--- config.mk ---
export PLATFORM = sky130hd
export DESIGN_NAME = gamma_serializer
export DESIGN_NICKNAME = d
export VERILOG_FILES = /design/src/rtl/gamma_serializer_pkg.sv /design/src/rtl/gamma_bit_counter.sv /design/src/rtl/gamma_serializer.sv
export SDC_FILE = /design/constraint.sdc
export NUM_CORES = 1
export LEC_CHECK = 0
export ABC_CLOCK_PERIOD_IN_PS = 2950
export CAP_MARGIN = 30
export CORE_MARGIN = 2
export CORE_UTILIZATION = 49
export DETAILED_ROUTE_END_ITERATION = 6
export MAX_ROUTING_LAYER = met4
export PLACE_DENSITY = 0.77
export SLEW_MARGIN = 20
export SYNTH_ARGS = -nofsm -noshare
export SYNTH_HDL_FRONTEND = slang
export SYNTH_HIERARCHICAL = 1
export SYNTH_SLANG_ARGS = --single-unit
export TNS_END_PERCENT = 10
--- constraint.sdc ---
create_clock -name clk -period 2.95 [get_ports clk]
set_input_delay 0.59 -clock clk [delete_from_list [all_inputs] [get_ports clk]]
set_output_delay 0.59 -clock clk [all_outputs]
set_load 0.01 [all_outputs]
--- src/rtl/gamma_serializer_pkg.sv ---
// Shared types and defaults for the Elias-gamma serializer.
// State encoding, width defaults and the code-length helper.
package gamma_serializer_pkg;

  localparam int WIDTH_D = 64;
  localparam int LW_D    = 8;

  typedef enum logic [1:0] {
    S_IDLE,
    S_PREFIX,
    S_BODY,
    S_DONE
  } state_t;

  // Gamma code length: len-1 zeros plus len value bits.
  function automatic logic [LW_D-1:0] gamma_code_len(
    input logic [LW_D-1:0] len
  );
    return (len << 1) - LW_D'(1);
  endfunction

endpackage

--- src/rtl/gamma_bit_counter.sv ---
// Loadable down-counter with zero flag, reused for prefix and body.
// Ports: clk, rstn, load, load_val, dec, cnt, zero.
module gamma_bit_counter #(
  parameter int LW = 8
) (
  input  logic          clk,
  input  logic          rstn,
  input  logic          load,
  input  logic [LW-1:0] load_val,
  input  logic          dec,
  output logic [LW-1:0] cnt,
  output logic          zero
);

  always_ff @(posedge clk) begin
    if (!rstn) begin
      cnt <= '0;
    end else if (load) begin
      cnt <= load_val;
    end else if (dec) begin
      cnt <= cnt - LW'(1);
    end
  end

  assign zero = (cnt == '0);

endmodule

--- src/rtl/gamma_serializer.sv ---
// Elias-gamma bit-serial encoder: len-1 zeros, then value MSB first.
// Ports: clk, rstn, md_start/num_in/len_in, out_ready, bit_* , busy, code_len, err, md_end.
module gamma_serializer
  import gamma_serializer_pkg::*;
#(
  parameter int WIDTH = WIDTH_D,
  parameter int LW    = LW_D
) (
  input  logic             clk,
  input  logic             rstn,
  input  logic             md_start,
  input  logic [WIDTH-1:0] num_in,
  input  logic [LW-1:0]    len_in,
  input  logic             out_ready,
  output logic             bit_out,
  output logic             bit_valid,
  output logic             bit_last,
  output logic             busy,
  output logic [LW-1:0]    code_len,
  output logic             err,
  output logic             md_end
);

  localparam int IW = $clog2(WIDTH);

  state_t           state, state_n;
  logic [WIDTH-1:0] num_q;
  logic [LW-1:0]    len_q;
  logic             err_f, err_f_n;
  logic             latch;
  logic             ld, dec;
  logic [LW-1:0]    ld_val;
  logic [LW-1:0]    cnt;
  logic             cnt_zero;
  logic             bit_n, valid_n, last_n;
  logic [LW-1:0]    code_n;
  logic             xfer;
  logic [IW-1:0]    top_idx;
  logic [IW-1:0]    nxt_idx;

  gamma_bit_counter #(.LW(LW)) u_cnt (
    .clk      (clk),
    .rstn     (rstn),
    .load     (ld),
    .load_val (ld_val),
    .dec      (dec),
    .cnt      (cnt),
    .zero     (cnt_zero)
  );

  assign xfer    = bit_valid && out_ready;
  assign top_idx = len_q[IW-1:0] - IW'(1);
  assign nxt_idx = cnt[IW-1:0] - IW'(1);

  always_comb begin
    state_n = state;
    err_f_n = err_f;
    latch   = 1'b0;
    ld      = 1'b0;
    ld_val  = '0;
    dec     = 1'b0;
    bit_n   = bit_out;
    valid_n = bit_valid;
    last_n  = bit_last;
    code_n  = code_len;
    unique case (state)
      S_IDLE: begin
        if (md_start) begin
          latch = 1'b1;
          if (len_in == '0 || len_in > LW'(WIDTH)) begin
            state_n = S_DONE;
            err_f_n = 1'b1;
            code_n  = '0;
            valid_n = 1'b0;
            last_n  = 1'b0;
          end else begin
            err_f_n = 1'b0;
            code_n  = LW'(gamma_code_len(LW_D'(len_in)));
            valid_n = 1'b1;
            ld      = 1'b1;
            if (len_in == LW'(1)) begin
              state_n = S_BODY;
              ld_val  = '0;
              bit_n   = num_in[0];
              last_n  = 1'b1;
            end else begin
              state_n = S_PREFIX;
              ld_val  = len_in - LW'(1);
              bit_n   = 1'b0;
              last_n  = 1'b0;
            end
          end
        end
      end
      S_PREFIX: begin
        if (xfer) begin
          if (cnt == LW'(1)) begin
            // Last zero gone: reload counter as body bit index.
            state_n = S_BODY;
            ld      = 1'b1;
            ld_val  = len_q - LW'(1);
            bit_n   = num_q[top_idx];
          end else begin
            dec   = 1'b1;
            bit_n = 1'b0;
          end
        end
      end
      S_BODY: begin
        if (xfer) begin
          if (cnt_zero) begin
            state_n = S_DONE;
            valid_n = 1'b0;
            last_n  = 1'b0;
            bit_n   = 1'b0;
          end else begin
            dec    = 1'b1;
            bit_n  = num_q[nxt_idx];
            last_n = (cnt == LW'(1));
          end
        end
      end
      S_DONE: begin
        state_n = S_IDLE;
      end
      default: state_n = S_IDLE;
    endcase
  end

  always_ff @(posedge clk) begin
    if (!rstn) begin
      state     <= S_IDLE;
      num_q     <= '0;
      len_q     <= '0;
      err_f     <= 1'b0;
      bit_out   <= 1'b0;
      bit_valid <= 1'b0;
      bit_last  <= 1'b0;
      busy      <= 1'b0;
      code_len  <= '0;
      err       <= 1'b0;
      md_end    <= 1'b0;
    end else begin
      state     <= state_n;
      err_f     <= err_f_n;
      bit_out   <= bit_n;
      bit_valid <= valid_n;
      bit_last  <= last_n;
      busy      <= (state_n != S_IDLE);
      code_len  <= code_n;
      md_end    <= (state == S_DONE);
      err       <= (state == S_DONE) && err_f;
      if (latch) begin
        num_q <= num_in;
        len_q <= len_in;
      end
    end
  end

endmodule

Word level (Yosys, flattened, before mapping)
Index checks and enable logic that the tools add are counted.
{"block": "totals", "reg_bits": 97, "latch_bits": 0, "ram_bits": 0, "mem_bits_ro": 0, "out_inout_bits": 14, "word_cells": 97, "memories": 0}
{"block": "classes", "n_addsub": 6, "multipliers": 0, "div": 0, "magnitude_cmp": 3, "eq_ne": 10, "n_shift": 0, "n_mux": 52, "n_bitwise": 0, "n_reduce_logical": 14}
{"cell": "$mux 8", "count": 8}
{"cell": "$sub 8x1->8 const B", "count": 4}
{"cell": "$mux 1", "count": 28}
{"cell": "$eq 8x1->1 const B", "count": 2}
{"cell": "$logic_not 8->1", "count": 2}
{"cell": "$pmux 8 s2", "count": 1}
{"cell": "$lt 6x7->1 const B", "count": 2}
{"cell": "$mux 2", "count": 7}
{"cell": "$bmux 1 s6", "count": 2}
{"cell": "$sub 6x1->6 const B", "count": 2}
{"cell": "$ne 2x2->1 const B", "count": 5}
{"cell": "$gt 8x7->1 const B", "count": 1}
{"cell": "$pmux 1 s2", "count": 4}
{"cell": "$pmux 2 s4", "count": 1}
{"cell": "$reduce_bool 2->1", "count": 3}
{"cell": "$reduce_and 5->1", "count": 1}
{"cell": "$eq 2x2->1 const B", "count": 2}
{"cell": "$reduce_and 4->1", "count": 1}
{"cell": "$pmux 1 s3", "count": 1}
{"cell": "$reduce_and 3->1", "count": 1}
{"cell": "$reduce_bool 3->1", "count": 1}
{"cell": "$eq 2x1->1 const B", "count": 1}
{"cell": "$logic_and 1x1->1", "count": 2}
{"cell": "$logic_not 2->1", "count": 1}
{"cell": "other kinds (2)", "count": 2}

Logic depth before layout (Yosys ltp)
Gate-level depths: netlist of the first run.
{"block": "depth", "ltp_word": 6, "ltp_mapped": 13}

Hierarchy
The synthesis of the first run kept the hierarchy.
{"module": "gamma_serializer", "instances": 1, "cells_each": 578, "area_per_inst_um2": 4899.7}
{"module": "gamma_bit_counter", "instances": 1, "cells_each": 58, "area_per_inst_um2": 480.5}

Worst setup path after synthesis of the first run
Ideal clock, no wire load.
{"block": "synth_path", "path_kind": "register -> register", "start": "reg u_cnt.cnt[0]", "end": "reg bit_out", "setup_time_ps": 134, "arrival_ps": 2771, "path_slack_ps": 45, "stages_incl_launch_ff": 12, "cell_sequence": "dfxtp_1 buf_2 buf_8 inv_4 ha_1 xor2_4 mux4_1 mux2_2 o21ai_2 nor4b_2 nor4_1 o32ai_1"}
{"block": "synth_between", "elab_chain_cells": 6, "elab_cells_between_ends": 10}
{"item": "start: declaration", "line_no": "gamma_bit_counter.sv:11", "source": "output logic [LW-1:0] cnt,"}
{"item": "start signal: assignment", "line_no": "gamma_bit_counter.sv:19", "source": "cnt <= load_val;"}
{"item": "start signal: assignment", "line_no": "gamma_bit_counter.sv:21", "source": "cnt <= cnt - LW'(1);"}
{"item": "$sub 6x1->6", "line_no": "gamma_serializer.sv:53", "source": "assign nxt_idx = cnt[IW-1:0] - IW'(1);"}
{"item": "$bmux 1 s6", "line_no": "gamma_serializer.sv:118", "source": "bit_n = num_q[nxt_idx];"}
{"item": "$mux 1 (not written as such)", "line_no": "gamma_serializer.sv:118"}
{"item": "$mux 1", "line_no": "gamma_serializer.sv:111", "source": "if (cnt_zero) begin"}
{"item": "$mux 1", "line_no": "gamma_serializer.sv:110", "source": "if (xfer) begin"}
{"item": "$pmux 1 s3 *", "line_no": "gamma_serializer.sv:66", "source": "unique case (state)"}
{"item": "end signal: assignment", "line_no": "gamma_serializer.sv:146", "source": "bit_out <= bit_n;"}
{"item": "end: declaration", "line_no": "gamma_serializer.sv:15", "source": "output logic bit_out,"}
Mark *: on every way between the ends. The rest lies on a longest branch, timed or not. The select of a mux whose other input is x is not followed.
A chain may end at the register's enable or synchronous reset.

Final worst setup path of the first run
{"block": "layout_path", "start": "reg u_cnt.cnt[1]", "end": "reg u_cnt.cnt[4]"}
{"block": "layout_between", "elab_chain_cells": 5, "elab_cells_between_ends": 17}
{"item": "$logic_not 8->1", "line_no": "gamma_bit_counter.sv:25", "source": "assign zero = (cnt == '0);"}
{"item": "net cnt_zero", "line_no": "gamma_serializer.sv:34", "source": "logic cnt_zero;"}
{"item": "$mux 1", "line_no": "gamma_serializer.sv:111"}
{"item": "$mux 1", "line_no": "gamma_serializer.sv:110"}
{"item": "$pmux 1 s2", "line_no": "gamma_serializer.sv:66"}
{"item": "net dec", "line_no": "gamma_serializer.sv:31", "source": "logic ld, dec;"}
{"item": "$reduce_bool 2->1 (no line)"}
The timed path passes the listed nets, and every way through them passes these cells. The select of a mux whose other input is x is not followed.

==> results.md, run 1 <==
Status:
- The flow ran to the end, and the final reports show no timing, DRC or antenna violations.

Timing:
- The maximum clock skew at final layout is 0.0126 ns.
- Setup violations remaining at the end of the flow were counted as 0.
- The post-route minimum period is 2.71 ns.
- The max-slew violation total from the final report is 0.
- For the pin with the worst max-slew slack, the measured transition is about 0.8 ns.
- The fmax is 369 MHz.
- The setup TNS is 0 ns.
- The final count of hold timing violations is 0.
- Dividing the final minimum period by the clock period gives 91.9%.
- The worst hold margin is 0.466 ns.
- The relative max-transition margin is 46.0%.
- Setup repair after global routing left no endpoint under its margin.

Global route:
- The initial antenna violation count was 0.
- The global router's overall resource usage is 26.1%.
- The total congestion overflow after global routing is 0.
- The wire length of the first global-routing pass is 23400 um.
- The via count of the first global-routing pass is about 4.8k.
- The largest net degree at the start of global routing is a little over 80.

Hold path:
- The startpoint identified for the worst hold timing path is code_len[0].
- The hold path endpoint is code_len[0].
- The worst min-delay path category is flip-flop to flip-flop.
- The worst hold path was traced through 2 stages.

Logic synthesis:
- The share of flip-flops with an asynchronous set or reset is 0%.
- After synthesis, the largest family of logic cells by area is simple AND/OR/NAND/NOR gates.
- The share of the synthesized area in the top cell type is roughly 36%.
- Counting every instance in the synthesized netlist gives 636.
- Of the post-synthesis cell area, the part taken by muxes is 15.4%.
- The xor and xnor fraction of the mapped netlist area is under 10%.
- After synthesis, the most frequently instantiated cells are 175 x nand2_1, 97 x dfxtp_1, 93 x a21oi_1.
- The number of enable-type register cells in the synthesized netlist is 0.
- The cell type with the largest total area after synthesis is dfxtp_1.
- Yosys printed 6 warnings.
- The simple-gate area share of the yosys netlist is 22.5%.
- The sequential area share after synthesis is 36.1%.
- After synthesis, the cell types taking the most area are dfxtp_1 36%, nand2_1 12%, mux4_2 12%.
- nand2_1 is the most common cell in the netlist.
- The synthesized netlist devotes between 2 and 3% of its cell area to adder and majority cells.
- Averaged over all synthesized cells, the footprint is 8.46 um^2.
- Among all flip-flop cells after synthesis, the most frequent one is dfxtp_1.
- In this run, distinct cell masters in the synthesized netlist total 66.
- The number of nets in the synthesized netlist is 724.
- Summing the areas of all compound-gate instances in the mapped netlist gives 14.7% of the synthesized area.
- The number of synthesized register bits is 97.
- In this run the cell area of the synthesized design comes to 5380 um^2.

Worst setup path:
- The critical register-to-register path startpoint is u_cnt/cnt[1].
- STA classifies the critical path startpoint as a flip-flop.
- The terminus of the critical flop-to-flop path is u_cnt/cnt[4].
- The register-to-register setup slack is 0.24 ns.
- The worst-case reg-to-reg path depth is 10.
- The number of buffers and inverters on the critical path is 2.
- The largest single stage delay on the critical path is roughly 0.57 ns.
- The worst setup path is of the flip-flop to flip-flop kind.
- On the critical path, the stage with the largest delay is an instance of or4_2.
- The logic depth of the worst setup path including buffers is 10.
- The largest delay contributor family on the critical path is simple AND/OR/NAND/NOR gates.
- STA puts the critical path data required time at around 3.2 ns.
- The critical path goes through buf_4 > inv_1 > ha_1 > nor4b_1 > or2b_2 > o21ai_0 > and4_1 > nand2_1 > or4_2 > a31oi_1.
- The endpoint arrival time on the critical path is approximately 3.0 ns.
- STA classifies the critical path endpoint as a flip-flop.
- Along the worst path, the maximum fanout reaches 10.

Place:
- Detailed placement finished with a half-perimeter wire length of 10600 um.
- Routability-driven placement finished with a final weighted congestion of 0.887.
- The placement-stage cell area is 6530 um^2.
- In this run the tool buffered the top-level ports with just under 90 buffer cells.
- The count of placed standard cells including taps is 858.

Final layout:
- The filler cell count is 975.
- The net count of the finished layout is 817.
- The finished layout holds 874 standard cells, fillers aside.
- With fillers left out, the area of the finished cells amounts to 6720 um^2.
- From synthesis to final layout, the design area changed by 25.0%.
- The post-route netlist has between 10% and 20% of its cells at a drive strength greater than 1.
- The antenna diode instance count is 0.

Die:
- The area of the die is 11800 um^2.
- The region available for standard cell placement spans 10800 um^2.
- The initial cell density of the core is 49.8%.
- The die is 109 um tall.
- During I/O placement, the number of pins put on the boundary was 90.
- The number of rows in the core area is 38.
- In this run the horizontal extent of the chip is 109 um.

Clock network:
- In this run the clock root is driven by a clkbuf_8.
- The H-tree depth is 3.
- The hold-fix buffer count after cts is 0.
- Once the clock tree was built, the resizer swapped 0 gates to a different size.
- The clock latency on the worst-skew pair is 0.36 ns.
- The clock tree from TritonCTS is done.
- The maximum root-to-sink buffer count is 2.
- After clock tree synthesis, the setup repair step added 0 buffers.
- The clock buffer count from CTS is 9.
- Clock tree synthesis found a total of 97 sinks.
- Clock-pin slew was measured on the worst setup and hold paths at 0.09 ns.

Detailed routing:
- In the routed layout, each cell is associated on average with a via count of 5.69.
- The routed length per placed instance is 16.6 um.
- The count of nets left with antenna violations after detail routing is 0.
- After detailed routing, the total wire length is 14500 um.
- The violation count after the first detailed-routing iteration is 297.
- The number of design rule violations left after detail routing is 0.
- The first TritonRoute pass finished after 5 iterations.
- The detailed router placed 4976 vias in this run.

Power:
- The maximum resistive drop on vdd is between 0.3 and 0.4 mV.
- Combinational cells account for 28.5% of the total power.
- The internal power contribution is roughly 2.3 mW.
- The clock share of power is 26.4%.
- Power spread over the standard cell area amounts to 498 nW/um^2.
- The switching power summed over all nets is 1.05 mW.
- For this design the static power due to leakage is between 2 and 2.5 nW.
- Per report_power, the sequential group accounts for 45.1% of the total.
- Of the total power, the share spent switching nets is between 30% and 40%.

Run:
- The tool flagged a number of max-cap violations equal to 0.
power groups by stage:
stage          Combinational [mW]  Clock [mW]  Sequential, mW
6_report                    0.954       0.882            1.51
5_1_grt                      1.05       0.948            1.52
4_1_cts                     0.954       0.899            1.51
3_5_place_dp                0.949           0            1.54
3_3_place_gp                0.934           0            1.53
2_1_floorplan               0.615           0            1.51
stage by stage:
step	util, %	power (mW)	setup slack, ns
floorplan	-	2.13	0.0449
global placement	60.5	2.46	0.0919
detailed placement	60.5	2.49	0.112
CTS	62.3	3.36	0.240
global route	62.3	3.52	0.0259
finish	62.3	3.35	0.238
worst min-delay path: stages, from the launching register on:
cell	delay (ns)
dfxtp_1	0.32
nand2_1	0.05
a21oi_1	0.05
layout by cell type, fill, tap and decap left out, types with 5 or more instances in the layout:
| cell type | instances |
|---|---|
| dfxtp_1 | 97 |
| ha_1 | 12 |
| nor4_1 | 6 |
| inv_1 | 17 |
| xnor2_1 | 14 |
| o21ai_0 | 13 |
| and2_1 | 5 |
| buf_4 | 31 |
| mux4_2 | 28 |
| clkdlybuf4s50_1 | 89 |
| mux2i_1 | 7 |
| nor3_1 | 5 |
| nor2_1 | 31 |
| nand4_1 | 5 |
| clkbuf_8 | 10 |
| o22ai_1 | 9 |
| a21oi_1 | 93 |
| nand2_1 | 174 |
layer usage:
metal	GRT usage, %	vias to the layer above	wire (um)
met3	3.89	33	622
met2	44.0	140	7300
met1	31.8	2383	6200
met4	9.34	0	390
met5	-	-	0
li1	-	2420	-
sequential cells by signal, summed over array words and instances (netlist names), 2 cells and up:
| register | cells |
|---|---|
| code_len | 8 |
| len_q | 8 |
| num_q | 64 |
| state | 2 |
| u_cnt/cnt | 8 |
kinds of logic (layout without fill, tap and decap cells):
family,after synthesis,count (layout)
adders and majority gates,12,12
and+or+nand+nor,267,267
muxes,41,41
DFF,97,97
buffers and inverters,59,157
xor gates and xnor gates,19,19
AOI/OAI and AO/OA,141,141
worst max path at each step:
| stage | start | endpoint | slack, ns |
|---|---|---|---|
| 6_report | u_cnt/cnt[1] | u_cnt/cnt[4] | 0.24 |
| 5_1_grt | u_cnt/cnt[0] | u_cnt/cnt[4] | 0.03 |
| 4_1_cts | u_cnt/cnt[1] | u_cnt/cnt[4] | 0.24 |
| 3_5_place_dp | len_in[1] | u_cnt/cnt[5] | 0.11 |
| 3_3_place_gp | len_in[1] | u_cnt/cnt[5] | 0.09 |
| 2_1_floorplan | u_cnt/cnt[0] | bit_out | 0.04 |
layout make-up:
cell class | count | area (um^2) | share of cell area, %
Multi-Input combinational cell | 480 | 3170 | 47.2
Sequential cell | 97 | 1940 | 28.9
Clock inverter | 4 | 51.3 | 0.763
Tap cell | 140 | 175 | 2.61
Inverter | 19 | 73.8 | 1.10
Clock buffer | 12 | 145 | 2.16
Timing Repair Buffer | 122 | 1160 | 17.3
Power figures use the tool's default switching activity.
==> run 2, diff against run 1 <==
--- a/config.mk
+++ b/config.mk
@@ -7,7 +7,7 @@
 export LEC_CHECK = 0
 export ABC_CLOCK_PERIOD_IN_PS = 2950
 export CAP_MARGIN = 30
-export CORE_MARGIN = 2
+export CORE_MARGIN = 4
 export CORE_UTILIZATION = 49
 export DETAILED_ROUTE_END_ITERATION = 6
 export MAX_ROUTING_LAYER = met4
@@ -17,4 +17,4 @@
 export SYNTH_HDL_FRONTEND = slang
 export SYNTH_HIERARCHICAL = 1
 export SYNTH_SLANG_ARGS = --single-unit
-export TNS_END_PERCENT = 10
+export TNS_END_PERCENT = 30
==> run 2 against run 1 <==
  * Non-clock buffer count shrank 3
  * Clock-buffer cell count shrank 1
  * Critical path depth unchanged
  * First-iteration DRC count up 0.34%
  * Maximum frequency down 1.3%
  * Die area grew 7.5%
  * Total power fell by 1.3%
  * Worst hold slack worse by 0.0027 ns
  * Clock skew decreased by 0.0049 ns
==> results.md, run 2 (synthesized netlist as in run 1, its figures left out) <==
Clock network:
- Clock-pin slew was measured on the worst setup and hold paths at 0.09 ns.
- Once the clock tree was built, the setup fixing pass inserted 0 buffers.
- Counting along the longest clock path gives a buffer depth of 2.
- The H-tree depth is 3.
- The number of clock sinks seen by CTS is 97.
- The clock latency on the worst-skew pair is 0.36 ns.
- The clock buffer count from CTS is 9.
- The clock root buffer master is clkbuf_8.
- The hold-fix buffer count after cts is 0.
- The clock tree from TritonCTS is done.

Worst setup path:
- Data arrives at the worst endpoint at 3.00 ns.
- Setup slack on the worst reg-to-reg path comes out at around 0.20 ns.
- The worst-case reg-to-reg path depth is 10.
- The worst register-to-register path ends at bit_out.
- The worst setup path is launched from a flip-flop.
- The worst setup path is captured at a flip-flop.
- Following the worst setup path forward leads to its endpoint at bit_out.
- The critical register-to-register path startpoint is u_cnt/cnt[0].
- The startpoint-to-endpoint class of the critical path is flip-flop to flip-flop.
- The most critical setup path has its startpoint at u_cnt/cnt[0].
- The required time reported for the critical path endpoint is 3.20 ns.
- Along the worst path, the maximum fanout reaches 6.

Place:
- The number of placed instances, taps included, is roughly 850.
- Detailed placement finished with a half-perimeter wire length of between 10000 and 15000 um.
- Port buffering added 89 buffers.
- The post-placement setup slack is 0.0915 ns.
- The routability congestion estimate from global placement is 0.903.
- The placement-stage cell area is 6500 um^2.

Detailed routing:
- The routed length per placed instance is ~17 um.
- The routed via count is 4966.
- In the routed design, unresolved DRC markers number 0.
- The length of the first detailed-routing pass in iterations is 5.
- In this run the remaining antenna-violating nets after routing total 0.
- Using the TritonRoute via totals, the vias-per-cell ratio works out to 5.73.
- The total wire length after detailed routing is 14600 um.
- The violation count after the first detailed-routing iteration is between 200 and 300.

Power:
- The static leakage is 2.44 nW.
- Overall power consumption after layout is estimated at 3.30 mW.
- Dividing total power by cell area gives a power density of just under 500 nW/um^2.
- The maximum resistive drop on vdd is 0.338 mV.

Die:
- The die outline height is 113 um.
- The floorplan has 37 rows.
- The floorplan step set the die width to between 100 and 150 um.
- The area of the die is around 13000 um^2.
- During I/O placement, the number of pins put on the boundary was 90.
- The core region area is ~11000 um^2.
- The initial cell density of the core is 51.2%.

Timing:
- In the final timing run, aggregate negative setup slack is 0 ns.
- The max-slew violation total from the final report came to 0.
- Setup violations remaining at the end of the flow were counted as 0.
- After layout, the worst setup slack is 0.202 ns.
- Across the routed clock network, the largest skew measured is 0.00767 ns.
- In this run the tightest slew margin relative to its limit is between 40% and 50%.
- The final count of hold timing violations is 0.
- For the pin with the worst max-slew slack, the measured transition is 0.797 ns.
- Subtracting the final worst setup slack from the clock period gives 2.75 ns.
- Setup repair after global routing left no endpoint under its margin.
- The final worst-path cycle share is between 90% and 100%.
- The fmax is 364 MHz.

Final layout:
- Leaving out fill and tap cells, the most frequent cell in the layout is nand2_1.
- The antenna diode instance count is 0.
- The layout-stage area growth over the synthesis result is 24.4%.
- The count of nets after finishing is 814.
- The summed area of non-filler cells in the final layout is 6690 um^2.
- The post-route netlist has 12.1% of its cells at a drive strength greater than 1.
- For this run, the number of standard cells in the final layout without fillers is about 870.
- The number of flip-flops in the largest register is 64.
- In the layout the commonest cells are 174 x nand2_1, 97 x dfxtp_1, 93 x a21oi_1.
- num_q holds more flip-flops than any other register.

Global route:
- The via count of the first global-routing pass is about 4.8k.
- Global routing consumed, on the met3 layer, 5.08% of the routing resources.
- The met1 track demand over resource in global routing is between 30% and 40%.
- The initial antenna violation count was 0.
- Global routing consumed, on the met2 layer, 37.5% of the routing resources.
- The global router's overall resource usage is between 20% and 30%.
- Entering global routing, the biggest net connects 81 pins.
- The total congestion overflow after global routing is 0.
- The global routing stage identified its most utilized layer as met2.
- The first global-routing pass estimated about 24000 um of wire.

Hold path:
- The min-delay analysis places its worst path in the category flip-flop to flip-flop.

Run:
- Max-cap violations in this run came to 0.

Status:
- The flow ran to the end, and the final reports show no timing, DRC or antenna violations.
==> run 2: what timing repair did <==
item	4_1_cts	5_1_grt
resized for setup	0	2
hold endpoints to repair	0	0
endpoints found under the setup margin	0	2
==> run 2: worst max-delay path, stage by stage (launching register included) <==
cell and delay, ns:
dfxtp_1 0.39, inv_4 0.04, ha_1 0.26, xor2_4 0.32
mux4_1 0.59, mux2_2 0.29, o21ai_2 0.13, nor4b_2 0.07
nor4_2 0.31, buf_4 0.17, o32ai_1 0.07
==> run 2: layout make-up <==
cell class / instances / area, um^2
clock buffers: 11 / 131
clock inverters: 4 / 53.8
fillers: 925 / 3820
inverters: 19 / 73.8
multi-input cells: 480 / 3180
flip-flops and latches: 97 / 1940
well taps: 136 / 170
repair buffers: 119 / 1140
==> run 2: where the power goes <==
part	switching, mW	leakage (nW)	internal, mW	total, mW
Clock	0.460	0.0860	0.392	0.851
Combinational	0.492	1.56	0.450	0.942
Sequential	0.0905	0.794	1.42	1.51
Total	1.04	2.44	2.26	3.30
==> run 2: how the worst min path moves through the flow <==
stage	from	end	slack, ns	depth (start not counted)
2_1_floorplan	num_q[1]	num_q[1]	0.44	2
3_3_place_gp	num_q[27]	num_q[27]	0.45	2
3_5_place_dp	code_len[0]	code_len[0]	0.46	2
4_1_cts	code_len[0]	code_len[0]	0.47	2
5_1_grt	num_q[12]	num_q[12]	0.50	2
6_report	code_len[0]	code_len[0]	0.46	2
==> run 2: routing by layer <==
layer	vias up	part of all wire (%)
met3	17	6.9
li1	2414	-
met1	2366	43
met2	169	49
met5	-	0
met4	0	1.5
==> run 2: through the flow <==
step / hold slack [ns] / utilization [%]
detailed placement: 0.459 / 61.8
global placement: 0.452 / 61.8
global route: 0.498 / 63.7
finish: 0.463 / 63.7
CTS: 0.472 / 63.6
floorplan: 0.441 / -
==> run 3, diff against run 2 <==
--- a/config.mk
+++ b/config.mk
@@ -8,10 +8,12 @@
 export ABC_CLOCK_PERIOD_IN_PS = 2950
 export CAP_MARGIN = 30
 export CORE_MARGIN = 4
-export CORE_UTILIZATION = 49
+export CORE_UTILIZATION = 58
 export DETAILED_ROUTE_END_ITERATION = 6
+export DONT_BUFFER_PORTS = 1
+export HOLD_SLACK_MARGIN = 0.15
 export MAX_ROUTING_LAYER = met4
-export PLACE_DENSITY = 0.77
+export PLACE_DENSITY = 0.76
 export SLEW_MARGIN = 20
 export SYNTH_ARGS = -nofsm -noshare
 export SYNTH_HDL_FRONTEND = slang
==> run 3 against run 2 <==
  * First-iteration DRC count up 21%
  * Sequential share of layout area up 5.1 points
  * Critical path depth down 1
  * Combinational power down 17%
  * Sequential cell count unchanged
  * Sequential power about the same
  * Largest cell class unchanged
==> results.md, run 3 (synthesized netlist as in run 1, its figures left out) <==
Clock network:
- The number of clock sinks seen by CTS is 97.
- The clock transition at the register clock pins on the worst setup and hold paths after CTS is roughly 0.11 ns.
- The hold-fix buffer count after cts is 0.
- The maximum root-to-sink buffer count is 2.
- The clock root buffer master is clkbuf_8.
- The clock latency on the worst-skew pair is about 0.38 ns.
- TritonCTS built the clock tree.
- Counting the buffers created by CTS gives 9.
- The H-tree depth is 3.

Global route:
- The total congestion overflow after global routing is 0.
- Global routing used between 20 and 30% of the available tracks.
- The initial antenna violation count is 0.
- The via count of the first global-routing pass is 4398.
- The wire length of the first global-routing pass is ~22000 um.
- The largest net degree at the start of global routing is 81.

Place:
- In this run the cell area measured after placement is between 5000 and 6000 um^2.
- The number of placed instances, taps included, is 719.
- The HPWL after detailed placement is ~9500 um.
- The post-placement setup slack is ~0.14 ns.
- The routability congestion estimate from global placement is 0.944.
- During placement, the flow inserted port buffers numbering 0.

Hold path:
- The startpoint of the lowest-slack hold path is len_in[3].
- Counting instances, the worst hold path has a depth of 2.
- The worst min-delay path category is primary input to flip-flop.
- For hold timing, the worst endpoint is len_q[3].

Worst setup path:
- The slowest stage of the critical path is the mux4_1 cell.
- The endpoint arrival time on the critical path is 3.04 ns.
- The required time reported for the critical path endpoint is 3.20 ns.
- The largest stage delay on the critical path is 0.62 ns.
- STA classifies the critical path endpoint as a flip-flop.
- The signal on the critical path passes through inv_4 > ha_1 > xor2_4 > mux4_1 > mux2_2 > o21ai_2 > nor4b_2 > nor4_1 > o32ai_1.
- The kind of cell with the highest combined delay along the critical path is multiplexers.
- The worst setup path is launched from a flip-flop.
- In this run the critical register-to-register path is captured at bit_out.
- The buffers plus inverters on the worst setup path is 1.
- The worst setup path is of the flip-flop to flip-flop kind.
- The worst register-to-register path has a setup slack of 0.17 ns.
- The startpoint identified for the worst register-to-register timing path is u_cnt/cnt[0].
- For the worst flop-to-flop path, the logic depth is 9.
- The maximum fanout along the worst path is 8.

Power:
- Power spread over the standard cell area amounts to 555 nW/um^2.
- The clock network burns 27.4% of the power.
- Of the total power, combinational logic draws 24.8%.
- The internal power of the cells totals around 2.1 mW.
- The share of total power in sequential cells is 47.9%.
- Net switching is 33.4% of the power.
- The total power after layout is 3.16 mW.
- In this run the static leakage power is between 2 and 2.5 nW.
- The switching power summed over all nets is 1.06 mW.
- The maximum resistive drop on vdd is 0.320 mV.

Timing:
- The setup TNS is 0 ns.
- Setup violations remaining at the end of the flow were counted as 0.
- The worst-margin pin slew is between 0.7 and 0.8 ns.
- The max-slew violation total from the final report is 0.
- The worst hold margin is between 0.3 and 0.4 ns.
- For the final database, setup skew stands at approximately 0.016 ns.
- The final count of hold timing violations is 0.
- For this run, the top clock speed supported by timing is 359 MHz.
- The final worst-path cycle share is 94.4%.
- Measured against its own limit, the worst slew margin works out to between 40 and 50%.
- The worst path needs 2.78 ns of the cycle, external delays included.
- The worst path setup slack after routing is 0.166 ns.

Detailed routing:
- The count of nets left with antenna violations after detail routing is 0.
- The violation count after the first detailed-routing iteration is 362.
- The routed via count is approximately 4.6k.
- The number of design rule violations left after detail routing is 0.
- The wire length on met2 is 6290 um.
- Summed over all nets, wire length on met3 after detailed routing comes to 674 um.
- The top layer reached by signal wires is met4.
- The routed length per placed instance is 17.9 um.
- Before antenna repair, the detailed router went through 5 iterations.
- Wires add up to 13200 um.
- The number of vias per cell after detailed routing is 6.20.
- The detailed router put a total of 6070 um of wire on met1.

Final layout:
- The count of placed standard cells in the final layout, fillers left out is 737.
- From synthesis to final layout, the design area changed by 5.93%.
- Leaving out fill and tap cells, the most frequent cells in the layout are 173 x nand2_1, 96 x dfxtp_1, 93 x a21oi_1.
- The count of nets after finishing is 712.
- At the end of the flow the core is filled with cells to 64.1%.
- The number of flip-flops in the largest register is 64.
- The fraction of layout instances using a drive strength above 1 is 12.6%.
- Leaving out fill and tap cells, the most frequent cell in the layout is nand2_1.
- The antenna diode instance count is 0.
- Ranked by flip-flop count, first place goes to num_q.
- The summed area of non-filler cells in the final layout is around 5700 um^2.

Run:
- The tool flagged a number of max-cap violations equal to 0.

Die:
- The area of the die is roughly 11000 um^2.
- From left edge to right edge, the die measures 104 um.
- For this configuration, the core starts out at a cell density of 60.5%.
- The boundary pin count is 90.
- Row generation in the floorplan step produced 34 rows.
- The core region area is just under 9000 um^2.
- The die outline height is 104 um.

Status:
- The flow ran to the end, and the final reports show no timing, DRC or antenna violations.
-- run 3: worst register-to-register path: stages, from the launching register on --
cell     delay (ns)
dfxtp_1        0.44
inv_4          0.07
ha_1           0.32
xor2_4         0.39
mux4_1         0.62
mux2_2         0.30
o21ai_2        0.13
nor4b_2        0.06
nor4_1         0.24
o32ai_1        0.12
-- run 3: power groups by stage --
stage	Clock, mW	Sequential [mW]	Combinational, mW
after floorplan	0	1.51	0.615
after global placement	0	1.54	0.760
after detailed placement	0	1.54	0.778
after CTS	0.870	1.51	0.780
after global routing	0.919	1.53	0.872
final	0.865	1.51	0.783
-- run 3: repair_timing --
| action | CTS | global route |
|---|---|---|
| buffers inserted | 0 | 2 |
| setup endpoints to repair | 0 | 9 |
| hold endpoints to repair | 0 | 0 |
| resized for setup | 0 | 5 |
-- run 3: layer usage --
layer | GRT usage, % | vias to the layer above
li1 | - | 2212
met1 | 34.6 | 2208
met2 | 38.6 | 134
met3 | 3.85 | 15
met4 | 7.50 | 0
met5 | - | -
-- run 3: worst max path at each step --
stage / startpoint / end / slack [ns] / depth (start not counted)
finish: u_cnt/cnt[0] / bit_out / 0.17 / 9
CTS: u_cnt/cnt[0] / u_cnt/cnt[2] / 0.13 / 9
floorplan: u_cnt/cnt[0] / bit_out / 0.04 / 11
global route: u_cnt/cnt[0] / u_cnt/cnt[3] / -0.006 / 10
detailed placement: u_cnt/cnt[0] / u_cnt/cnt[2] / 0.14 / 9
global placement: u_cnt/cnt[0] / bit_out / 0.25 / 9
-- run 3: cell type report --
class | instances | area, um^2
Tap cell | 108 | 135
Clock buffer | 10 | 138
Multi-Input combinational cell | 480 | 3180
Clock inverter | 6 | 61.3
Sequential cell | 97 | 1940
Fill cell | 768 | 3190
Inverter | 19 | 73.8
Timing Repair Buffer | 17 | 173
